## src/rtl/csa_pkg.sv

```systemverilog
// Shared types and helpers for the pipelined carry-select adder/subtractor.
package csa_pkg;

   typedef enum logic {
      OP_ADD = 1'b0,
      OP_SUB = 1'b1
   } op_e;

   // Default geometry; csa_pipe is parameterised and may be built at others.
   localparam int CSA_WIDTH = 32;
   localparam int CSA_BLOCK = 8;
   localparam int CSA_NBLK  = CSA_WIDTH / CSA_BLOCK;

   // Stage-1 state at the default geometry: both speculative sums per block,
   // the effective carry-in and the operand sign bits needed for overflow.
   typedef struct packed {
      logic [CSA_NBLK-1:0][CSA_BLOCK-1:0] sum0;
      logic [CSA_NBLK-1:0][CSA_BLOCK-1:0] sum1;
      logic [CSA_NBLK-1:0]                cout0;
      logic [CSA_NBLK-1:0]                cout1;
      logic                               cin;
      logic                               a_msb;
      logic                               b_msb;
   } s1_t;

   // Signed overflow: operands agree in sign but the result does not.
   function automatic logic add_ovf(input logic a_msb, input logic b_msb,
                                    input logic s_msb);
      return (a_msb == b_msb) && (s_msb != a_msb);
   endfunction

endpackage

```

## src/rtl/csa_block_dual.sv

```systemverilog
// One carry-select block: both carry-in hypotheses computed in parallel.
module csa_block_dual #(
   parameter int BLOCK = 8
) (
   input  logic [BLOCK-1:0] a,
   input  logic [BLOCK-1:0] b,
   output logic [BLOCK-1:0] sum0,
   output logic [BLOCK-1:0] sum1,
   output logic             cout0,
   output logic             cout1
);

   assign {cout0, sum0} = {1'b0, a} + {1'b0, b};
   assign {cout1, sum1} = {1'b0, a} + {1'b0, b} + {{BLOCK{1'b0}}, 1'b1};

endmodule

```

## src/rtl/csa_pipe.sv

```systemverilog
// Two-stage carry-select adder/subtractor with valid/ready on both sides.
// Stage 1 registers per-block dual sums; stage 2 resolves the select chain.
module csa_pipe
   import csa_pkg::*;
#(
   parameter int WIDTH = CSA_WIDTH,
   parameter int BLOCK = CSA_BLOCK
) (
   input  logic             clk,
   input  logic             rst_n,
   input  logic             in_valid,
   output logic             in_ready,
   input  logic [WIDTH-1:0] a,
   input  logic [WIDTH-1:0] b,
   input  logic             c_in,
   input  op_e              op,
   output logic             out_valid,
   input  logic             out_ready,
   output logic [WIDTH-1:0] s,
   output logic             c_out,
   output logic             ovf
);

   localparam int NBLK = WIDTH / BLOCK;

   if ((WIDTH % BLOCK) != 0) begin : g_bad_geometry
      $error("csa_pipe: WIDTH (%0d) must be a multiple of BLOCK (%0d)", WIDTH, BLOCK);
   end

   // Stage-1 layout for the instantiated geometry (same fields as csa_pkg::s1_t).
   typedef struct packed {
      logic [NBLK-1:0][BLOCK-1:0] sum0;
      logic [NBLK-1:0][BLOCK-1:0] sum1;
      logic [NBLK-1:0]            cout0;
      logic [NBLK-1:0]            cout1;
      logic                       cin;
      logic                       a_msb;
      logic                       b_msb;
   } s1_local_t;

   logic                       s1_valid, s2_valid;
   logic                       adv1, adv2;
   logic [WIDTH-1:0]           b_eff;
   logic                       cin_eff;
   logic [NBLK-1:0][BLOCK-1:0] blk_sum0, blk_sum1;
   logic [NBLK-1:0]            blk_cout0, blk_cout1;
   s1_local_t                  s1_d, s1_q;
   logic [NBLK-1:0][BLOCK-1:0] sum_sel;
   logic                       chain_cout;

   // A stage moves when its successor is empty or draining this cycle.
   assign adv2      = !s2_valid || out_ready;
   assign adv1      = !s1_valid || adv2;
   assign in_ready  = adv1;
   assign out_valid = s2_valid;

   // Subtract is a + ~b + 1; the external carry-in only matters for add.
   assign b_eff   = (op == OP_SUB) ? ~b : b;
   assign cin_eff = (op == OP_SUB) ? 1'b1 : c_in;

   for (genvar k = 0; k < NBLK; k++) begin : g_blk
      csa_block_dual #(.BLOCK(BLOCK)) u_blk (
         .a     (a[k*BLOCK +: BLOCK]),
         .b     (b_eff[k*BLOCK +: BLOCK]),
         .sum0  (blk_sum0[k]),
         .sum1  (blk_sum1[k]),
         .cout0 (blk_cout0[k]),
         .cout1 (blk_cout1[k])
      );
   end

   assign s1_d = '{sum0:  blk_sum0,
                   sum1:  blk_sum1,
                   cout0: blk_cout0,
                   cout1: blk_cout1,
                   cin:   cin_eff,
                   a_msb: a[WIDTH-1],
                   b_msb: b_eff[WIDTH-1]};

   // Stage 1: capture the speculative sums on accept.
   always_ff @(posedge clk or negedge rst_n) begin
      if (!rst_n) begin
         s1_valid <= 1'b0;
         s1_q     <= '0;
      end else begin
         if (adv1) s1_valid <= in_valid;
         if (in_valid && adv1) s1_q <= s1_d;
      end
   end

   // Carry-select chain: each block's resolved carry picks the next block's sum.
   always_comb begin
      logic c;
      sum_sel = '0;
      c       = s1_q.cin;
      for (int k = 0; k < NBLK; k++) begin
         sum_sel[k] = c ? s1_q.sum1[k] : s1_q.sum0[k];
         c          = c ? s1_q.cout1[k] : s1_q.cout0[k];
      end
      chain_cout = c;
   end

   // Stage 2: register the resolved result; holds while the consumer stalls.
   always_ff @(posedge clk or negedge rst_n) begin
      if (!rst_n) begin
         s2_valid <= 1'b0;
         s        <= '0;
         c_out    <= 1'b0;
         ovf      <= 1'b0;
      end else begin
         if (adv2) s2_valid <= s1_valid;
         if (s1_valid && adv2) begin
            s     <= sum_sel;
            c_out <= chain_cout;
            ovf   <= add_ovf(s1_q.a_msb, s1_q.b_msb, sum_sel[NBLK-1][BLOCK-1]);
         end
      end
   end

endmodule

```

## config.mk

```make
export PLATFORM = sky130hd
export DESIGN_NAME = csa_pipe
export DESIGN_NICKNAME = d
export VERILOG_FILES = /design/src/rtl/csa_pkg.sv /design/src/rtl/csa_block_dual.sv /design/src/rtl/csa_pipe.sv
export SDC_FILE = /design/constraint.sdc
export NUM_CORES = 1
export LEC_CHECK = 0
export ABC_AREA = 0
export CAP_MARGIN = 5
export CORE_ASPECT_RATIO = 1.25
export CORE_MARGIN = 4
export CORE_UTILIZATION = 45
export CTS_CLUSTER_SIZE = 20
export DETAILED_ROUTE_END_ITERATION = 8
export GPL_ROUTABILITY_DRIVEN = 0
export PLACE_DENSITY = 0.69
export SKIP_LAST_GASP = 1
export SLEW_MARGIN = 20
export SYNTH_ARGS = -nofsm -noshare
export SYNTH_HDL_FRONTEND = slang
export SYNTH_SLANG_ARGS = --single-unit
```

## constraint.sdc

```tcl
create_clock -name clk -period 4.1 [get_ports clk]
set_input_delay 0.41 -clock clk [delete_from_list [all_inputs] [get_ports clk]]
set_output_delay 0.41 -clock clk [all_outputs]
set_load 0.01 [all_outputs]
```

### After elaboration in Yosys (flattened, before gate mapping)

Cells that the tools add are included.

| word-level totals | value |
|---|---|
| bits in registers | 111 |

| operators by class | value |
|---|---|
| equal/unequal tests | 2 |
| bitwise operators | 1 |
| reductions and logical operators | 7 |
| add/sub/neg operators | 8 |
| mux-type cells | 10 |

Operators with widths:

| kind | count |
|---|---|
| 8-bit by 8-bit adder with 9-bit output | 4 |
| 9-bit by 1-bit adder with 9-bit output, second input constant | 4 |
| 32-bit two-way mux | 1 |
| 8-bit two-way mux | 4 |
| 32-bit NOT | 1 |
| 1-bit two-way mux | 5 |
| 1-bit logical AND | 3 |
| 1-bit logical NOT | 2 |
| 1-bit logical OR | 2 |
| 1-bit == test | 1 |
| 1-bit != test | 1 |

### Longest topological paths before layout

Gate-level depths: netlist of the first run.

| logic depth | value |
|---|---|
| depth after elaboration | 6 |
| depth in mapped cells | 13 |
| depth with buffers taken out | 11 |

### Modules after synthesis

Synthesis of the first run repeated with hierarchy kept, for this count alone.

| unflattened totals | value |
|---|---|
| cells, all modules | 593 |
| area, all modules | 6602.6 um2 |

By module, submodules not included:

| module | area an instance (um2) | instances | sequential area each (um2) | cells an instance |
|---|---|---|---|---|
| csa_pipe | 4830.9 | 1 | 2777.7 | 369 |
| csa_block_dual (g_blk[0].u_blk ...) | 441.7 | 3 | 0.0 | 56 |
| csa_block_dual (g_blk[1].u_blk) | 446.7 | 1 | 0.0 | 56 |

### Least setup slack after synthesis of the first run

No wires, ideal clock.

| path | value |
|---|---|
| kind | input to register |
| start | in op |
| end | reg s1_q[18] (netlist bit) |
| required time | 4.031 ns |
| path buffers | 2 |
| library setup time | 0.069 ns |
| cell stages on the path | 11 |
| arrival time | 3.450 ns |
| setup slack | 0.581 ns |
| cells stage by stage | clkbuf_1 > clkbuf_1 > xor2_1 > ha_1 > fa_1 > a211o_1 > a211o_1 > a221oi_1 > nand2_1 > or4_1 > nand3_1 |

| between the ends | value |
|---|---|
| longest elaborated chain between the ends | 3 |

RTL lines:

| element | line | RTL |
|---|---|---|
| start, declared | csa_pipe.sv:16 | `input op_e op,` |
| 32-bit two-way mux | csa_pipe.sv:58 | `assign b_eff = (op == OP_SUB) ? ~b : b;` |
| 8-bit by 8-bit adder with 9-bit output | csa_block_dual.sv:14 | `assign {cout1, sum1} = {1'b0, a} + {1'b0, b} + {{BLOCK{1'b0}}, 1'b1};` |
| 9-bit by 1-bit adder with 9-bit output | csa_block_dual.sv:14 |  |
| end signal, assigned | csa_pipe.sv:84 | `s1_q <= '0;` |
| end signal, assigned | csa_pipe.sv:87 | `if (in_valid && adv1) s1_q <= s1_d;` |
| end, declared | csa_pipe.sv:47 | `s1_local_t s1_d, s1_q;` |

No other way between the ends.
A chain may end at the register's enable or synchronous reset.

### Worst setup path after layout of the first run

| path | value |
|---|---|
| start | in op |
| end | reg s1_q[26] (netlist bit) |

Same word-level chain as after synthesis.

==> run summary, run 1 <==
The number of antenna violations at the first check in global routing came out at 0. The slew at the pin closest to its max-slew limit is 0.989 ns. The worst setup path is launched from an input pin.

Across all layers, the routed design uses 5239 vias. The proportion of synthesized area in mux cells was 0.0678. The maximum achievable frequency was 306 MHz; the total core area was 0.0143 mm2.

The synthesis-to-layout area growth is 23.0%. Wire length per cell after detailed routing: 14.4 um. In this run the cell area measured after placement is 0.00779 mm2. The post-CTS setup-driven buffer insertion count was 0. The first detailed-routing pass took 5 iterations. The number of global-route vias before repair is 5163.

Static leakage: 3.79 nW. Summing every instance area after synthesis gives 0.00658 mm2. The library cell used most frequently in the layout, excluding fill and tap cells, is sky130_fd_sc_hd__nand2_1. The logs give 0.000249 V for the maximum VDD drop and 90 for the largest net degree at the start of global routing. The total area of sequential cells came out at 0.00278 mm2. Total of warnings raised by yosys: 0. The filler cells instantiated in the layout total 1349.

The register bit total from synthesis is 111, and the number of cell rows is 49. Clock tree synthesis selected as its root buffer the cell sky130_fd_sc_hd__clkbuf_16. The largest stage delay on the critical path is 0.52 ns.

The type of the setup path with the least slack was in -> reg. The required time of the critical path was 4.36 ns; the number of top-level design ports was 106. For the final-report hold violation count, the log shows 0. Each instance of the synthesized netlist takes up on average 9.23 um2. Cell occurring most often along the worst timing path: sky130_fd_sc_hd__xor2_1.

Subtracting the final worst setup slack from the clock period gives 3.27 ns. The number of gates resized after CTS was 0. The worst-case headroom to the max-slew limit was 0.338. Leaving out fill and tap cells, the most frequent cells in the layout are 172 x sky130_fd_sc_hd__nand2_1, 111 x sky130_fd_sc_hd__dfrtp_1, 103 x sky130_fd_sc_hd__clkdlybuf4s50_1. The xor/xnor share of the synthesized area is 0.0971. From bottom edge to top edge, the die measures 143 um. The fraction of the mapped netlist area in simple logic gates was 0.167. After synthesis, the largest family of logic cells by area is simple AND/OR/NAND/NOR gates. 0 antenna diodes ended up in the layout.

For the deepest level of the CTS H-tree, the log shows 3. Area share of the largest cell type after synthesis: 0.422. The count of input and output buffers is 105, and the arrival time of the worst setup path is 3.53 ns. First-pass GRT wire length: 24200 um. The logs give 0.459 for the starting density of the core and 0.178 for the all-layer global routing usage.

Clock-pin slew was measured on the worst setup and hold paths at 0.07 ns. In this run the worst path has a maximum fanout of 21. The async set-or-reset flop fraction in the synthesized netlist works out to 1.00. The clock passes through at most 2 buffers.

The HPWL after detailed placement is 11200 um. The tools report the final count of negative-setup-slack endpoints as 0. The die is 116 um wide.

TritonCTS built the clock tree. The flow ran to the end, and the final reports show no timing, DRC or antenna violations. The multi-input logic area is 0.00363 mm2, and the post-synthesis compound-gate area fraction is 0.130. The run gives 0 ns as the setup TNS after final layout.

Counting every net in the synthesized netlist gives 827. The fraction of layout cells with a size suffix above 1 was 0.0419; the sum of overflow across all layers after global routing was 0. After detailed routing, the number of vias per cell comes to 5.29. CTS saw 111 sinks.

The worst setup path is captured at a flip-flop. The critical path goes through buf_2 -> buf_4 -> xor2_1 -> ha_1 -> inv_1 -> fa_1 -> nand2b_1 -> a21oi_1 -> xor2_1 -> nand3_1 -> or4_1 -> a31oi_1. The dominant synthesized flop cell was sky130_fd_sc_hd__dfrtp_1. The max-slew violation count is 0. At the later pin of the worst-skew pair, clock insertion delay measures 0.34 ns. The path class of the lowest-slack min-delay path is in -> async. In the synthesized netlist, the number of instances is 713.

The total power per unit cell area is 494 mW/mm2, and the number of hold buffers added after cts is 0. For this run, the post-layout net count is 922. Max-cap violations in this run came to 0. The final setup skew came out at 0.00733 ns.

The finished cells cover 0.00810 mm2. The violation count after the first detailed-route iteration came out at 290. Synthesis instantiated 45 different standard cells from the library. The number of remaining DRC errors was 0. For this block, the routed nets add up to 14200 um of wire. The ratio of final minimum period to clock period is 0.798. Ranked by total cell area, the synthesized netlist is headed by sky130_fd_sc_hd__dfrtp_1 42%, sky130_fd_sc_hd__nand2_1 9.9%, sky130_fd_sc_hd__ha_1 7.6%. Counting flops with a built-in enable in the synthesized netlist gives 0.

The die footprint was 0.0166 mm2; the adder-cell share of the synthesized area was 0.0882. The number of buffers created by CTS came out at 9. Once detail routing completed, the nets flagged for antenna violations numbered 0. The leading area contributor after synthesis is sky130_fd_sc_hd__dfrtp_1. The standard cell with the maximum stage delay on the critical path was sky130_fd_sc_hd__or4_1. Setup repair after global routing left no endpoint under its margin.

For the proportion of synthesized chip area in sequential cells, the log shows 0.422.
==> cells in the mapped netlist, types with 2 or more instances <==
cell	count
sky130_fd_sc_hd__o31ai_1	5
sky130_fd_sc_hd__and2_1	2
sky130_fd_sc_hd__a21o_1	10
sky130_fd_sc_hd__a211oi_1	5
sky130_fd_sc_hd__o21a_1	3
sky130_fd_sc_hd__nand3b_1	3
sky130_fd_sc_hd__and4_1	2
sky130_fd_sc_hd__or4_1	5
sky130_fd_sc_hd__a2111oi_0	2
sky130_fd_sc_hd__mux2i_1	39
sky130_fd_sc_hd__nand2b_1	5
sky130_fd_sc_hd__and3_1	7
sky130_fd_sc_hd__a211o_1	3
sky130_fd_sc_hd__o311a_1	3
sky130_fd_sc_hd__mux2i_4	2
sky130_fd_sc_hd__a221oi_1	2
sky130_fd_sc_hd__nor2b_1	4
sky130_fd_sc_hd__clkbuf_1	28
sky130_fd_sc_hd__nor3_1	4
sky130_fd_sc_hd__o311ai_0	2
sky130_fd_sc_hd__a221o_1	3
sky130_fd_sc_hd__o21ai_0	74
sky130_fd_sc_hd__xnor2_1	22
sky130_fd_sc_hd__buf_6	2
sky130_fd_sc_hd__nand3_1	17
sky130_fd_sc_hd__a21oi_1	20
sky130_fd_sc_hd__ha_1	40
sky130_fd_sc_hd__nor2_1	27
sky130_fd_sc_hd__dfrtp_1	111
sky130_fd_sc_hd__inv_1	14
sky130_fd_sc_hd__nand2_1	174
sky130_fd_sc_hd__xor2_1	51
sky130_fd_sc_hd__a31oi_1	7
sky130_fd_sc_hd__fa_1	4
==> cell families (layout without fill, tap and decap cells) <==
family,after synthesis,count (layout)
and+or+nand+nor,256,256
xor gates and xnor gates,73,73
adders and majority gates,44,44
muxes,42,42
buffers and inverters,44,143
AOI/OAI and AO/OA,143,143
DFF,111,111
==> per-layer routing <==
metal / part of all wire / GRT usage / vias up
met2: 0.46 / 0.278 / 129
met1: 0.49 / 0.264 / 2462
li1: - / - / 2634
met5: 0 / 0 / -
met3: 0.047 / 0.0220 / 14
met4: 0.011 / 0.0452 / 0
==> power breakdown <==
part / switching (mW) / internal, mW
sequential: 0.190 / 1.43
clock: 0.362 / 0.500
combinational: 0.779 / 0.739
==> area by class of cell <==
cell class / instances / share of cell area
timing repair buffer: 114 / 0.138
clock buffer: 11 / 0.0312
sequential: 111 / 0.343
inverter: 14 / 0.00649
clock inverter: 4 / 0.00556
tap: 178 / 0.0275
multi-input combinational: 558 / 0.448
==> per-stage QoR <==
step	setup WS [ns]	power, mW	utilization	cells	hold WS [ns]
floorplan	0.581	2.55	-	713	0.114
global placement	0.649	3.11	0.543	975	0.458
detailed placement	0.446	3.17	0.543	975	0.461
CTS	0.792	4.03	0.564	990	0.303
global route	0.596	4.29	0.564	990	0.193
finish	0.827	4.00	0.564	990	0.102
==> state kept, by name, indices dropped and copies added (netlist names) <==
register	flops
s1_q	75
s	32
c_out	1
out_valid	1
ovf	1
s1_valid	1
==> worst paths after layout <==
path	start	to	slack (ns)	cells after the start
setup / recovery	op	s1_q[26]	0.83	12
min in group clk	s1_q[50]	s1_q[50]	0.47	2
hold reg to reg	s1_q[50]	s1_q[50]	0.47	2
setup reg to reg	s1_q[2]	ovf	0.85	6
hold / removal	rst_n	s1_q[36]	0.10	1
max in group asynchronous	rst_n	s1_q[67]	3.16	2
==> worst max-delay path: cells and delay by family <==
| family | cells | cell delay [ns] |
|---|---|---|
| adder cells (fa/ha/maj) | 2 | 0.58 |
| buffers and inverters | 3 | 0.81 |
| XOR/XNOR | 2 | 0.49 |
| AO/OA/AOI/OAI | 2 | 0.34 |
| AND/OR/NAND/NOR | 3 | 0.90 |
Note: power is estimated with default switching activity, not from simulation.
==> run 2: changes to the inputs <==
==> constraint.sdc (replaced) <==
create_clock -name clk -period 3.3 [get_ports clk]
set_input_delay 0.33 -clock clk [delete_from_list [all_inputs] [get_ports clk]]
set_output_delay 0.33 -clock clk [all_outputs]
set_load 0.01 [all_outputs]
==> run 2 against run 1 <==
- clock-buffer cell count is 1 lower
- non-clock buffer count is 20 higher
- design area is 3.1% higher
- critical path depth is 2 lower
- hold slack worse by 0.095 ns
- sequential power is 24% higher
- critical path type unchanged
- largest cell class unchanged
- largest power group unchanged
==> run summary, run 2 (synthesis results as in run 1) <==
The flow ran to the end, and the final reports show no timing, DRC or antenna violations. After detailed routing, the average wire length per cell comes to 14.2 um. The number of clock buffers added by TritonCTS is 9. The tool flagged a number of max-cap violations equal to 0. The part of the power in combinational logic was 0.373.

Summed over all failing endpoints, the final setup total negative slack is 0 ns. The logs give 5249 for the number of global-route vias before repair and 0.0225 for the global routing usage on met3. The met2 layer usage reported by global route was 0.276; the synthesis-to-layout area growth was 26.8%. For the maximum VDD drop, the log shows 0.000413 V.

The via total after detailed routing came out at 5284. The run gives 0.249 as the clock network power share. The worst setup path startpoint is b[0].

For the pin with the worst max-slew slack, the measured transition is 0.617 ns. The number of antenna repair diodes was 0; the number of antenna violations at the first check in global routing was 0. The switching share of total power came out at 0.321.

The register with the most flip-flops in the final layout is s1_q. 106 I/O pins were placed. In this run the power density over the cells is 638 mW/mm2.

The register with the most flip-flops in the layout has 75 of them. The library cells used most frequently in the layout, excluding fill and tap cells, are 172 x sky130_fd_sc_hd__nand2_1, 111 x sky130_fd_sc_hd__dfrtp_1, 103 x sky130_fd_sc_hd__clkdlybuf4s50_1. The largest registers in the layout are s1_q (75), s (32). The number of buffers on the longest clock path came out at 2.

Derived from the worst setup path, the maximum achievable clock frequency is 352 MHz. TritonCTS built the clock tree. The cell that appears most often on the critical path is sky130_fd_sc_hd__a211o_1. In this run the critical register-to-register path is launched from s1_q[2]. The logs give 0 for the max-slew violation count and 0.582 for the utilization of the core after routing.

The analysis attributes to net switching a power of 1.71 mW. The critical path in this run is classified as in -> reg. Gate family responsible for the most delay along the worst path: compound AO/OA/AOI/OAI gates. The number of remaining DRC errors was 0. The multi-input logic area was 0.00363 mm2; the cell depth of the worst flop-to-flop path was 6. For the worst setup path, the data required time is 3.57 ns. The die covers 0.0166 mm2.

Cell internal power was estimated by the tool at 3.61 mW. Leaving out fill and tap cells, the most frequent cell in the layout is sky130_fd_sc_hd__nand2_1. Traced cell by cell, the critical path runs through clkdlybuf4s50_1 -> xor2_1 -> ha_1 -> fa_1 -> a211o_1 -> a211o_1 -> a221oi_1 -> nand2_1 -> or4_1 -> nand3_1. Between clock sinks in the finished design, the worst skew comes to 0.00701 ns.

The worst setup path is captured at a flip-flop. Setup violations remaining at the end of the flow were counted as 0. In this run the critical register-to-register path is captured at ovf. For the clock latency on the worst-skew pair, the log shows 0.34 ns. The fraction of layout cells with a size suffix above 1 is 0.0660. Worst-case headroom to the max-slew limit: 0.587.

Dividing the detail-routed via count by the number of cells gives 5.23. The largest stage delay on the critical path works out to 0.42 ns. Registers take 0.00278 mm2. The final-layout worst hold slack was 0.00692 ns; the clock input transition at the sequential cells of the worst setup and hold paths was 0.07 ns.

The number of search-and-repair iterations in the first detailed-routing pass is 5. In this run the worst path has a maximum fanout of 3. For the number of antenna-violating nets in the routed design, the log shows 0. Counting buffers and inverters, the worst setup path is 10 cells deep. The first-pass GRT wire length is 24100 um, and the number of cell rows is 49. The internal reg-to-reg setup slack was 0.76 ns. The static leakage was 3.92 nW; the total design power was 5.32 mW. The min-delay analysis places its worst path in the category in -> async. Setup repair after global routing left no endpoint under its margin.

For this block, the initial DRC count from the detailed router was 222. Kind of start point of the critical path: an input pin. The number of hold buffers added after cts was 0; the met1 track utilization from global routing was 0.259. For the final-report hold violation count, the log shows 0. The logs give 3.11 ns for the arrival time of the worst setup path and 111 for the number of clock sinks seen by CTS. After clock tree synthesis, the setup repair step added 0 buffers.

Fill cells in the final layout number 1298. The time the final worst path needs with I/O delays and setup is 2.84 ns, and the register share of total power is 0.378. The tools report the starting density of the core as 0.459. The final layout contains routed wiring with a total length of 14300 um. The run gives 0.177 as the all-layer global routing usage. The total core area was 0.0143 mm2.

The CTS root buffer was sky130_fd_sc_hd__clkbuf_16. The critical path buffer and inverter count works out to 1. Once the clock tree was built, the resizer swapped 0 gates to a different size. On the critical path, the stage with the largest delay is an instance of sky130_fd_sc_hd__clkdlybuf4s50_1.

The final layout contains 942 nets. The width of the chip is 116 um. For this run the aggregate overflow at the end of global routing stands at 0. The logs give 3 for the deepest level of the CTS H-tree and 112 for the largest net degree at the start of global routing. During placement, the flow inserted port buffers numbering 105. In this run the worst setup path terminates at s1_q[18]. The busiest layer in global routing is met2. The die boundary height was 143 um. The ratio of final minimum period to clock period came out at 0.860.

After legalization and detailed placement, the total HPWL measured 11100 um.
run 2: cell count changes in the layout (fill, tap and decap cells not counted), sizes merged:
cell,delta
buf,+20
bufinv,+3
clkinv,-3
inv,+2
clkbuf,-1
run 2: worst reg2reg max path: stages, from the launching register on:
cell	delay, ns
sky130_fd_sc_hd__dfrtp_1	0.40
sky130_fd_sc_hd__mux2i_4	0.27
sky130_fd_sc_hd__mux2i_1	0.42
sky130_fd_sc_hd__mux2i_4	0.57
sky130_fd_sc_hd__mux2i_1	0.42
sky130_fd_sc_hd__nor4_2	0.06
sky130_fd_sc_hd__a221o_1	0.27
run 2: area by class of cell:
type,instances,share of cell area
Sequential cell,111,0.333
Tap cell,178,0.0267
Clock inverter,6,0.0165
Multi-Input combinational cell,558,0.435
Timing Repair Buffer,134,0.154
Inverter,14,0.00630
Clock buffer,10,0.0286
run 2: worst min-delay path by stage:
stage	startpoint	to	slack [ns]	cells after the start
floorplan	rst_n	c_out	0.03	0
global placement	rst_n	s1_q[36]	0.44	2
detailed placement	rst_n	s1_q[68]	0.45	2
CTS	rst_n	s1_q[35]	0.08	2
global route	rst_n	s1_q[35]	0.10	2
finish	rst_n	s1_q[36]	0.007	2
run 2: power groups by stage:
stage / Combinational, mW / Sequential (mW) / Clock (mW)
2_1_floorplan: 1.10 / 2.06 / 0
3_3_place_gp: 1.94 / 2.01 / 0
3_5_place_dp: 1.99 / 2.04 / 0
4_1_cts: 2.00 / 2.02 / 1.35
5_1_grt: 2.21 / 2.07 / 1.40
6_report: 1.99 / 2.01 / 1.33
run 2: layer usage:
metal	vias to the layer above	routed length [um]
li1	2686	-
met1	2445	7020
met5	-	0
met4	0	254
met3	18	635
met2	135	6400
run 2: per-stage QoR:
| step | worst slack (ns) | std cells | instance area (um2) |
|---|---|---|---|
| after floorplan | 0.0264 | 713 | 6590 |
| after global placement | 0.177 | 995 | 7970 |
| after detailed placement | 0.0742 | 995 | 7970 |
| after CTS | 0.446 | 1011 | 8350 |
| after global routing | 0.185 | 1011 | 8350 |
| final | 0.462 | 1011 | 8350 |
==> run 3: changes to the inputs <==
--- a/config.mk
+++ b/config.mk
@@ -8,7 +8,6 @@
 export ABC_AREA = 0
 export CAP_MARGIN = 5
 export CORE_ASPECT_RATIO = 1.25
-export CORE_MARGIN = 4
 export CORE_UTILIZATION = 45
 export CTS_CLUSTER_SIZE = 20
 export DETAILED_ROUTE_END_ITERATION = 8
==> run 3 against run 2 <==
- via count down 1.2%
- utilization down 0.88 points
- design area down 1.5%
- sequential share of layout area up 0.51 points
- hold slack better by 0.13 ns
- largest power group unchanged
- critical endpoint is now s1_q[6]
- power down 6.5%
- clock-buffer cell count up 3
- sequential cell count unchanged
- sequential power about the same
- clock power down 25%
- fmax down 1.8%
==> run summary, run 3 (synthesis results as in run 1) <==
The flow ran to the end, and the final reports show no timing, DRC or antenna violations. The floorplan step set the die height to 137 um. The tools report the number of global-route vias before repair as 4864. The logs give 0.283 for the met2 layer usage reported by global route and 0 for the post-CTS setup-driven buffer insertion count. The utilization of the core after routing was 0.573; the placed wire-length estimate was 10800 um. The most common cell after layout, fill and taps aside was sky130_fd_sc_hd__nand2_1.

Clock tree synthesis selected as its root buffer the cell sky130_fd_sc_hd__clkbuf_16. TritonCTS built the clock tree. For the final count of negative-setup-slack endpoints, the log shows 0. The detailed router finished its first iteration with 289 violations.

From left edge to right edge, the die measures 110 um. The area growth from synthesis to layout is 24.9%. The clock drives 111 sinks.

In the post-route analysis, the smallest setup slack over all paths is 0.412 ns. The total power per unit cell area is 606 mW/mm2, and the all-layer global routing usage is 0.193. Along the worst path, the maximum fanout reaches 3. Setup repair after global routing left no endpoint under its margin. The clock passes through at most 2 buffers. The largest register by flop count is s1_q. The starting density of the core was 0.459; the number of flip-flops in the largest register was 75. The type of the setup path with the least slack is in -> reg.

In this run the core area contains 49 standard-cell rows. The count of nets left with antenna violations once routing finished came out at 0. Endpoint kind of the worst setup timing path: a flip-flop. The average vias per placed instance is 5.17. The largest net degree at the start of global routing was 76; the final setup skew was 0.00609 ns. The tools report the number of top-level design ports as 106. Busiest layer in global routing: met1. For the worst-case headroom to the max-slew limit, the log shows 0.390. The worst register-to-register path ends at ovf.

The via total after detailed routing came out at 5220. The clock input transition at the sequential cells of the worst setup and hold paths was 0.07 ns; the setup TNS after final layout was 0 ns. For the global routing usage on met3, the log shows 0.0274.

The clock tree synthesis step divided the H-tree into 3 levels. The number of remaining DRC errors is 0. Summing all multi-input logic gate instances after layout gives 0.00363 mm2. For this run, the post-layout net count is 940.

Across all hold checks on the routed design, the worst slack comes to 0.134 ns. Summed over all cells, the static leakage comes to 3.86 nW. Gates resized during post-CTS repair numbered 0. The worst-case IR drop observed on VDD is 0.000365 V.

The startpoint of the worst register-to-register path was s1_q[2]. The layout filler cell count is 1300, and the number of search-and-repair iterations in the first detailed-routing pass is 5. The run gives 0 as the number of max-cap violations.

Tracing the worst setup path back leads to its startpoint at b[24]. After detailed placement, the total cell area comes to 0.00794 mm2. Wires add up to 14000 um. The first global-routing pass estimated 23000 um of wire.

The slew at the pin closest to its max-slew limit is 0.916 ns, and the final non-filler cell total is 1009. The logs give 0.34 ns for the clock latency on the worst-skew pair and 993 for the total placed cells including tap cells. The count of input and output buffers works out to 105. The largest registers in the layout are s1_q (75), s (32). Max-slew violation count: 0.

The maximum achievable frequency is 346 MHz, and the time the final worst path needs with I/O delays and setup is 2.89 ns. Data on the critical path is required at its endpoint by 3.52 ns. After global routing the overflow that remains totals 0. Ratio of final minimum period to clock period: 0.875. OpenSTA, run right after detailed placement, puts the worst setup slack at 0.0689 ns.

Number of buffers created by CTS: 9. The die footprint is 0.0151 mm2, and the cell depth of the worst flop-to-flop path is 6. Setup slack on the worst reg-to-reg path comes out at 0.77 ns.

Hold repair after CTS inserted 0 buffers. Kind of start point of the critical path: an input pin. At the worst endpoint, the arrival time is 3.11 ns. Total area of sequential cells: 0.00278 mm2. For the number of antenna violations at the first check in global routing, the log shows 0.

In this run the worst hold path is classified as in -> async. Met1 track utilization from global routing: 0.294. 0 antenna diodes ended up in the layout. The total core area came out at 0.0143 mm2. The fraction of layout cells with a size suffix above 1 works out to 0.0614.

Leaving out fill and tap cells, the most frequent cells in the layout are 172 x sky130_fd_sc_hd__nand2_1, 111 x sky130_fd_sc_hd__dfrtp_1, 103 x sky130_fd_sc_hd__clkdlybuf4s50_1. The wire length per cell after detailed routing is 13.9 um, and the final-report hold violation count is 0. Summing internal, switching and leakage power gives 4.98 mW. The finished cells cover 0.00822 mm2.
## run 3: how the worst max path moves through the flow
stage,end,slack (ns),cells past startpoint
after floorplan,s1_q[6],0.03,11
after global placement,s1_q[18],0.20,10
after detailed placement,s1_q[6],0.07,11
after CTS,s1_q[6],0.42,11
after global routing,s1_q[6],0.26,11
final,s1_q[6],0.41,11
## run 3: critical path: stages
cell and delay, ns:
sky130_fd_sc_hd__clkdlybuf4s50_1 0.47, sky130_fd_sc_hd__xor2_1 0.16, sky130_fd_sc_hd__ha_1 0.19, sky130_fd_sc_hd__inv_1 0.06, sky130_fd_sc_hd__fa_1 0.41, sky130_fd_sc_hd__nor2b_1 0.20, sky130_fd_sc_hd__o22ai_1 0.13, sky130_fd_sc_hd__xnor2_1 0.20
sky130_fd_sc_hd__nand3_1 0.17, sky130_fd_sc_hd__or3b_2 0.48, sky130_fd_sc_hd__a221o_1 0.32
## run 3: area by class of cell
type	count	share of cell area
clock buffer	13	0.0317
clock inverter	3	0.00213
inverter	14	0.00639
multi-input combinational	558	0.442
sequential	111	0.338
tap	178	0.0271
timing repair buffer	132	0.153
## run 3: power breakdown
group	internal [mW]	leakage (nW)	switching, mW	total (mW)
combinational	0.982	2.36	0.986	1.97
sequential	1.78	1.37	0.230	2.01
clock	0.551	0.136	0.453	1.00
## run 3: layer usage
| layer | routed length [um] | up-vias |
|---|---|---|
| met5 | 0 | - |
| met4 | 190 | 0 |
| met3 | 559 | 14 |
| met2 | 6180 | 126 |
| met1 | 7120 | 2406 |
| li1 | - | 2674 |
